--- config.mk ---
export PLATFORM = sky130hd
export DESIGN_NAME = fill_row_writer
export DESIGN_NICKNAME = d
export VERILOG_FILES = /design/src/rtl/fill_row_writer.sv
export SDC_FILE = /design/constraint.sdc
export NUM_CORES = 1
export LEC_CHECK = 0
export CORE_ASPECT_RATIO = 1.4
export CORE_MARGIN = 1.5
export CORE_UTILIZATION = 45
export CTS_CLUSTER_DIAMETER = 30
export DETAILED_ROUTE_END_ITERATION = 7
export MAX_ROUTING_LAYER = met4
export PLACE_DENSITY_LB_ADDON = 0.2
export SLEW_MARGIN = 20
export SYNTH_ARGS = -nofsm -noshare
export SYNTH_HDL_FRONTEND = slang
export SYNTH_SLANG_ARGS = --single-unit
--- constraint.sdc ---
create_clock -name clk -period 3.9 [get_ports clk]
set_input_delay 0.78 -clock clk [delete_from_list [all_inputs] [get_ports clk]]
set_output_delay 0.78 -clock clk [all_outputs]
set_load 0.02 [all_outputs]
--- src/rtl/fill_row_writer.sv ---
// -----------------------------------------------------------------------------
// fill_row_writer
//
// Purpose:
//   Downstream stage of the fill controller. On fill_start it writes one
//   horizontal span of pixels (x_left..x_right inclusive, on row_y) in
//   fill_color into the frame buffer through a req/ack write port. It pulses
//   fill_done when the span is complete so the controller can advance to the
//   next row.
//
// Handshake (fb write port):
//   fb_wr_req is held high for as long as a pixel is pending. fb_addr and
//   fb_wdata are stable while fb_wr_req is high and fb_wr_ack is low. A pixel
//   transfers on every rising clk edge where fb_wr_req and fb_wr_ack are both
//   high. fb_wr_ack is ignored while fb_wr_req is low.
//
// Ports:
//   clk, n_rst   clock, asynchronous active-low reset
//   fill_start   one-cycle start pulse (ignored unless idle)
//   x_left       first pixel of span (inclusive)
//   x_right      last pixel of span (inclusive)
//   row_y        row index
//   fill_color   pixel value to write
//   fb_wr_req    write request
//   fb_addr      write address, row_y*SCREEN_W + x
//   fb_wdata     write data
//   fb_wr_ack    write accepted this cycle
//   fill_done    one-cycle pulse when the span has finished
//   busy         high whenever the FSM is not idle
//   pix_count    pixels written in the current/last span
//
// Configuration:
//   FILL_CLIP_EN  when defined, the span is clipped to the visible screen:
//                 x_right clamps to SCREEN_W-1, and the span is empty if
//                 row_y >= SCREEN_H or x_left >= SCREEN_W. When undefined,
//                 coordinates are used raw.
// -----------------------------------------------------------------------------
module fill_row_writer #(
  parameter int SCREEN_W = 640,
  parameter int SCREEN_H = 480,
  parameter int X_W      = 10,
  parameter int Y_W      = 9,
  parameter int COLOR_W  = 24,
  parameter int ADDR_W   = 19
) (
  input  logic               clk,
  input  logic               n_rst,
  input  logic               fill_start,
  input  logic [X_W-1:0]     x_left,
  input  logic [X_W-1:0]     x_right,
  input  logic [Y_W-1:0]     row_y,
  input  logic [COLOR_W-1:0] fill_color,
  output logic               fb_wr_req,
  output logic [ADDR_W-1:0]  fb_addr,
  output logic [COLOR_W-1:0] fb_wdata,
  input  logic               fb_wr_ack,
  output logic               fill_done,
  output logic               busy,
  output logic [X_W:0]       pix_count
);

  typedef enum logic [1:0] {
    IDLE  = 2'd0,
    SETUP = 2'd1,
    WRITE = 2'd2,
    DONE  = 2'd3
  } state_t;

  state_t state_q;
  state_t state_d;

  logic [X_W-1:0]     xl_q;
  logic [X_W-1:0]     xr_q;
  logic [X_W-1:0]     x_cur;
  logic [Y_W-1:0]     y_q;
  logic [COLOR_W-1:0] color_q;
  logic [ADDR_W-1:0]  addr_q;
  logic [X_W:0]       pix_q;

  logic [ADDR_W-1:0]  setup_addr;
  logic [X_W-1:0]     xr_eff;
  logic               span_empty;
  logic               last_pix;

  // Truncation to ADDR_W at each operand keeps the result equal to the full
  // product modulo 2^ADDR_W, so no wider intermediate is needed.
  assign setup_addr = ADDR_W'(y_q) * ADDR_W'(SCREEN_W) + ADDR_W'(xl_q);

`ifdef FILL_CLIP_EN
  localparam logic [X_W:0] W_LIM = (X_W+1)'(SCREEN_W);
  localparam logic [Y_W:0] H_LIM = (Y_W+1)'(SCREEN_H);

  always_comb begin
    xr_eff = xr_q;
    if ({1'b0, xr_q} >= W_LIM) begin
      xr_eff = X_W'(SCREEN_W - 1);
    end
    span_empty = ({1'b0, y_q} >= H_LIM) || ({1'b0, xl_q} >= W_LIM) ||
                 (xl_q > xr_eff);
  end
`else
  assign xr_eff     = xr_q;
  assign span_empty = (xl_q > xr_q);
`endif

  // Compare before increment: x_right at the top of the coordinate range
  // terminates the span without x_cur ever wrapping.
  assign last_pix = (x_cur == xr_q);

  // State register
  always_ff @(posedge clk or negedge n_rst) begin
    if (!n_rst) begin
      state_q <= IDLE;
    end else begin
      state_q <= state_d;
    end
  end

  // Next state and state-decoded outputs
  always_comb begin
    state_d   = state_q;
    fb_wr_req = 1'b0;
    fill_done = 1'b0;
    busy      = 1'b1;
    case (state_q)
      IDLE: begin
        busy = 1'b0;
        if (fill_start) begin
          state_d = SETUP;
        end
      end
      SETUP: begin
        state_d = span_empty ? DONE : WRITE;
      end
      WRITE: begin
        fb_wr_req = 1'b1;
        if (fb_wr_ack && last_pix) begin
          state_d = DONE;
        end
      end
      DONE: begin
        fill_done = 1'b1;
        state_d   = IDLE;
      end
      default: begin
        state_d = IDLE;
      end
    endcase
  end

  // Datapath: latched span, pixel cursor, address and count
  always_ff @(posedge clk or negedge n_rst) begin
    if (!n_rst) begin
      xl_q    <= '0;
      xr_q    <= '0;
      x_cur   <= '0;
      y_q     <= '0;
      color_q <= '0;
      addr_q  <= '0;
      pix_q   <= '0;
    end else begin
      case (state_q)
        IDLE: begin
          if (fill_start) begin
            xl_q    <= x_left;
            xr_q    <= x_right;
            y_q     <= row_y;
            color_q <= fill_color;
            pix_q   <= '0;
          end
        end
        SETUP: begin
          addr_q <= setup_addr;
          x_cur  <= xl_q;
          xr_q   <= xr_eff;
        end
        WRITE: begin
          if (fb_wr_ack) begin
            pix_q <= pix_q + 1'b1;
            if (!last_pix) begin
              x_cur  <= x_cur + 1'b1;
              addr_q <= addr_q + 1'b1;
            end
          end
        end
        default: begin
        end
      endcase
    end
  end

  assign fb_addr   = addr_q;
  assign fb_wdata  = color_q;
  assign pix_count = pix_q;

endmodule

==> results_dict.tcl <==
set metrics [dict create \
    syn_to_final_growth_pct 27.6 \
    fmax_mhz 358 \
    ys_top_cells_by_count "dfrtp_1 (95), mux2_2 (54), xor2_1 (39)" \
    num_io_pins 114 \
    start_util_pct 46.6 \
    internal-power_mw 3.72 \
    post_dp_cell_area_sq_um 6810 \
    gp_congestion 0.880 \
    dp_hpwl_mm 9.78 \
    yosys_warnings 0 \
    seq_area_frac_synth_pct 42.8 \
    cts.sinks 95 \
    cts_setup_buffers 0 \
    relSlewSlack_pct 42.0 \
    synth_most_common_cell "dfrtp_1" \
    grt_usage_pct 20.9 \
    antenna_left 0 \
    die_y_um 134 \
    cts_tree "yes" \
    sw_frac_of_total_pct 43.8 \
    path_clk_slew_ns 0.07 \
    diodes 0 \
    synth_async_sr_flop_share_pct 100 \
    overflow 0 \
    core-area_sq_um 11900 \
    total_power_mw 6.61 \
    antenna_found_initial 0 \
    cp_max_fo 10 \
    vias 4370 \
    grt_first_pass_wirelength_mm 21.5 \
    cts_max_level 3 \
    rsz0062_at_grt "no" \
    wl_mm 12.9 \
    worst_slew_pin_slew_ns 0.866 \
    syn_nets 615 \
    power_frac_comb_pct 57.4 \
    cp-startpoint "state_q[0]$_DFFE_PN0P_" \
    vias_per_cell 5.59 \
    synth_top_cell_area_share_pct 42.8 \
    crit_arrival_ns 2.01 \
    endpoint_kind "primary output" \
    clockBufferDepth 2 \
    p_leak_nw 3.08 \
    grt_pass1_vias 4540 \
    synth_cell_type_count 56 \
    synth_area_sq_um 5560 \
    grt_max_degree 47 \
    pwr-share-clk_pct 12.8 \
    wire_per_inst_um 16.4 \
    syn_inst 521 \
    synth_area_leaders "dfrtp_1 (43%), mux2_2 (11%), ha_1 (7.9%), xor2_1 (6.1%), a21oi_1 (2.6%)" \
    maxCapViolCount 0 \
    p_seq_share_pct 29.8 \
    clk_latency_ns 0.35 \
    power.switching_mw 2.89 \
    final_nets 724 \
    post-route-drc-count 0 \
    fill_cells 1011 \
    post-route-period-util_pct 71.5 \
    die_area_sq_um 13000 \
    cts_resized 0 \
    hold_class "input pin to async pin" \
    post_route_cells_drive_above_1_share_pct 13.7 \
    regToRegStartpoint "y_q[1]$_DFFE_PN0P_" \
    numCtsBuffers 9 \
    clock_skew_ns 0.00792 \
    setup_violations 0 \
    cellPowerDensity_nw_per_um2 932 \
    ys_ff_latch 95 \
    postCtsHoldBufs 0 \
    rows 47 \
    tns_ns 0 \
    die_w_um 96.9 \
    maxSlewViolCount 0 \
    syn_area_per_cell_sq_um 10.7 \
    drt_iter0_drc 168 \
    hold_violations 0 \
    required_ns 3.12 \
    drtPass1Iterations 4 \
    root_buffer "clkbuf_16" \
    placed_cells 766 \
    portBuffers 113 \
    ys.flop_type "dfrtp_1" \
    finalInstanceArea_sq_um 7090 \
    finalCriticalPeriod_ns 2.79 \
    critPathKind "flip-flop to primary output" \
    synth-edff-count 0 \
    layoutNonFillerInstCount 782 \
    irDropWorstVdd_v 0.000379 \
    crit_path_start_kind "flip-flop" \
    yosys.area.top_type "dfrtp_1" \
    outcome "finished, final reports clean" \
]
-- per-layer routing --
layer / track usage (%) / part of all wire [%]
met4: 7.57 / 1.9
met1: 24.2 / 42
met3: 3.67 / 4.1
met5: - / 0
met2: 36.3 / 52
-- power groups by stage --
stage | logic [mW] | registers [mW] | clock network [mW]
finish | 3.79 | 1.97 | 0.847
floorplan | 2.43 | 2.13 | 0
global route | 4.16 | 2.04 | 0.913
global placement | 3.70 | 1.96 | 0
detailed placement | 3.79 | 1.99 | 0
CTS | 3.82 | 1.97 | 0.867
-- critical path, cell delays in order (launching register included) --
cell and delay, ns:
dfrtp_1 0.41, inv_1 0.15, ha_1 0.42, clkdlybuf4s50_1 0.69
-- through the flow --
step | util [%] | setup WS [ns] | hold WS, ns
detailed placement | 57.0 | 1.01 | 0.493
CTS | 59.4 | 1.11 | 0.457
floorplan | - | 1.35 | 0.484
global placement | 57.0 | 1.06 | 0.488
global route | 59.4 | 0.964 | 0.492
finish | 59.4 | 1.11 | 0.442
-- state kept, by name, summed over array words and instances, names as in the netlist --
register	cells
fb_wdata	24
state_q	2
fb_addr	19
xl_q	10
pix_count	11
y_q	9
xr_eff	10
x_cur	10
-- final timing paths --
| check | end | slack (ns) | cells after the start |
|---|---|---|---|
| min in group clk | fb_wdata[16]$_DFFE_PN0P_ | 0.51 | 1 |
| max in group asynchronous | fb_addr[1]$_DFFE_PN0P_ | 2.66 | 2 |
| worst max-delay path | fb_wr_req | 1.11 | 3 |
| worst max register to register | fb_addr[16]$_DFFE_PN0P_ | 1.12 | 9 |
| worst min register to register | fb_wdata[16]$_DFFE_PN0P_ | 0.51 | 1 |
| worst min-delay path | fb_addr[18]$_DFFE_PN0P_ | 0.44 | 1 |
-- layout by cell type (no fill, tap or decap), drive strengths merged, types with 6 or more instances in the layout --
cell type        n
o21ai           18
nor2            26
clkbuf           9
xor2            39
nand4           17
a31oi            7
dfrtp           95
inv             26
ha              35
a21o            11
a211oi           8
nor2b            9
buf              6
clkdlybuf4s50  112
nand3           14
mux2            57
nor3             7
mux2i           13
and3            10
a21oi           30
nand2           28
-- final cells by class --
type                            count  area, sq um  area share (%)
Timing Repair Buffer              118         1170            16.4
Clock inverter                      7         57.6           0.811
Multi-Input combinational cell    382         2990            42.2
Sequential cell                    95         2380            33.5
Clock buffer                        9          225            3.18
Inverter                           24         90.1            1.27
Tap cell                          147          184            2.59
-- cell families (layout without fill, tap and decap cells) --
| group | count (synthesis) | count (layout) | synth area share (%) |
|---|---|---|---|
| flops | 95 | 95 | 42.8 |
| xor+xnor | 44 | 44 | 6.93 |
| fa+ha+maj | 37 | 37 | 8.60 |
| simple gates | 134 | 134 | 12.6 |
| mux | 70 | 70 | 14.0 |
| compound gates | 97 | 97 | 11.8 |
| buf+inv | 44 | 158 | 3.42 |
(Power assumes the default switching activity.)
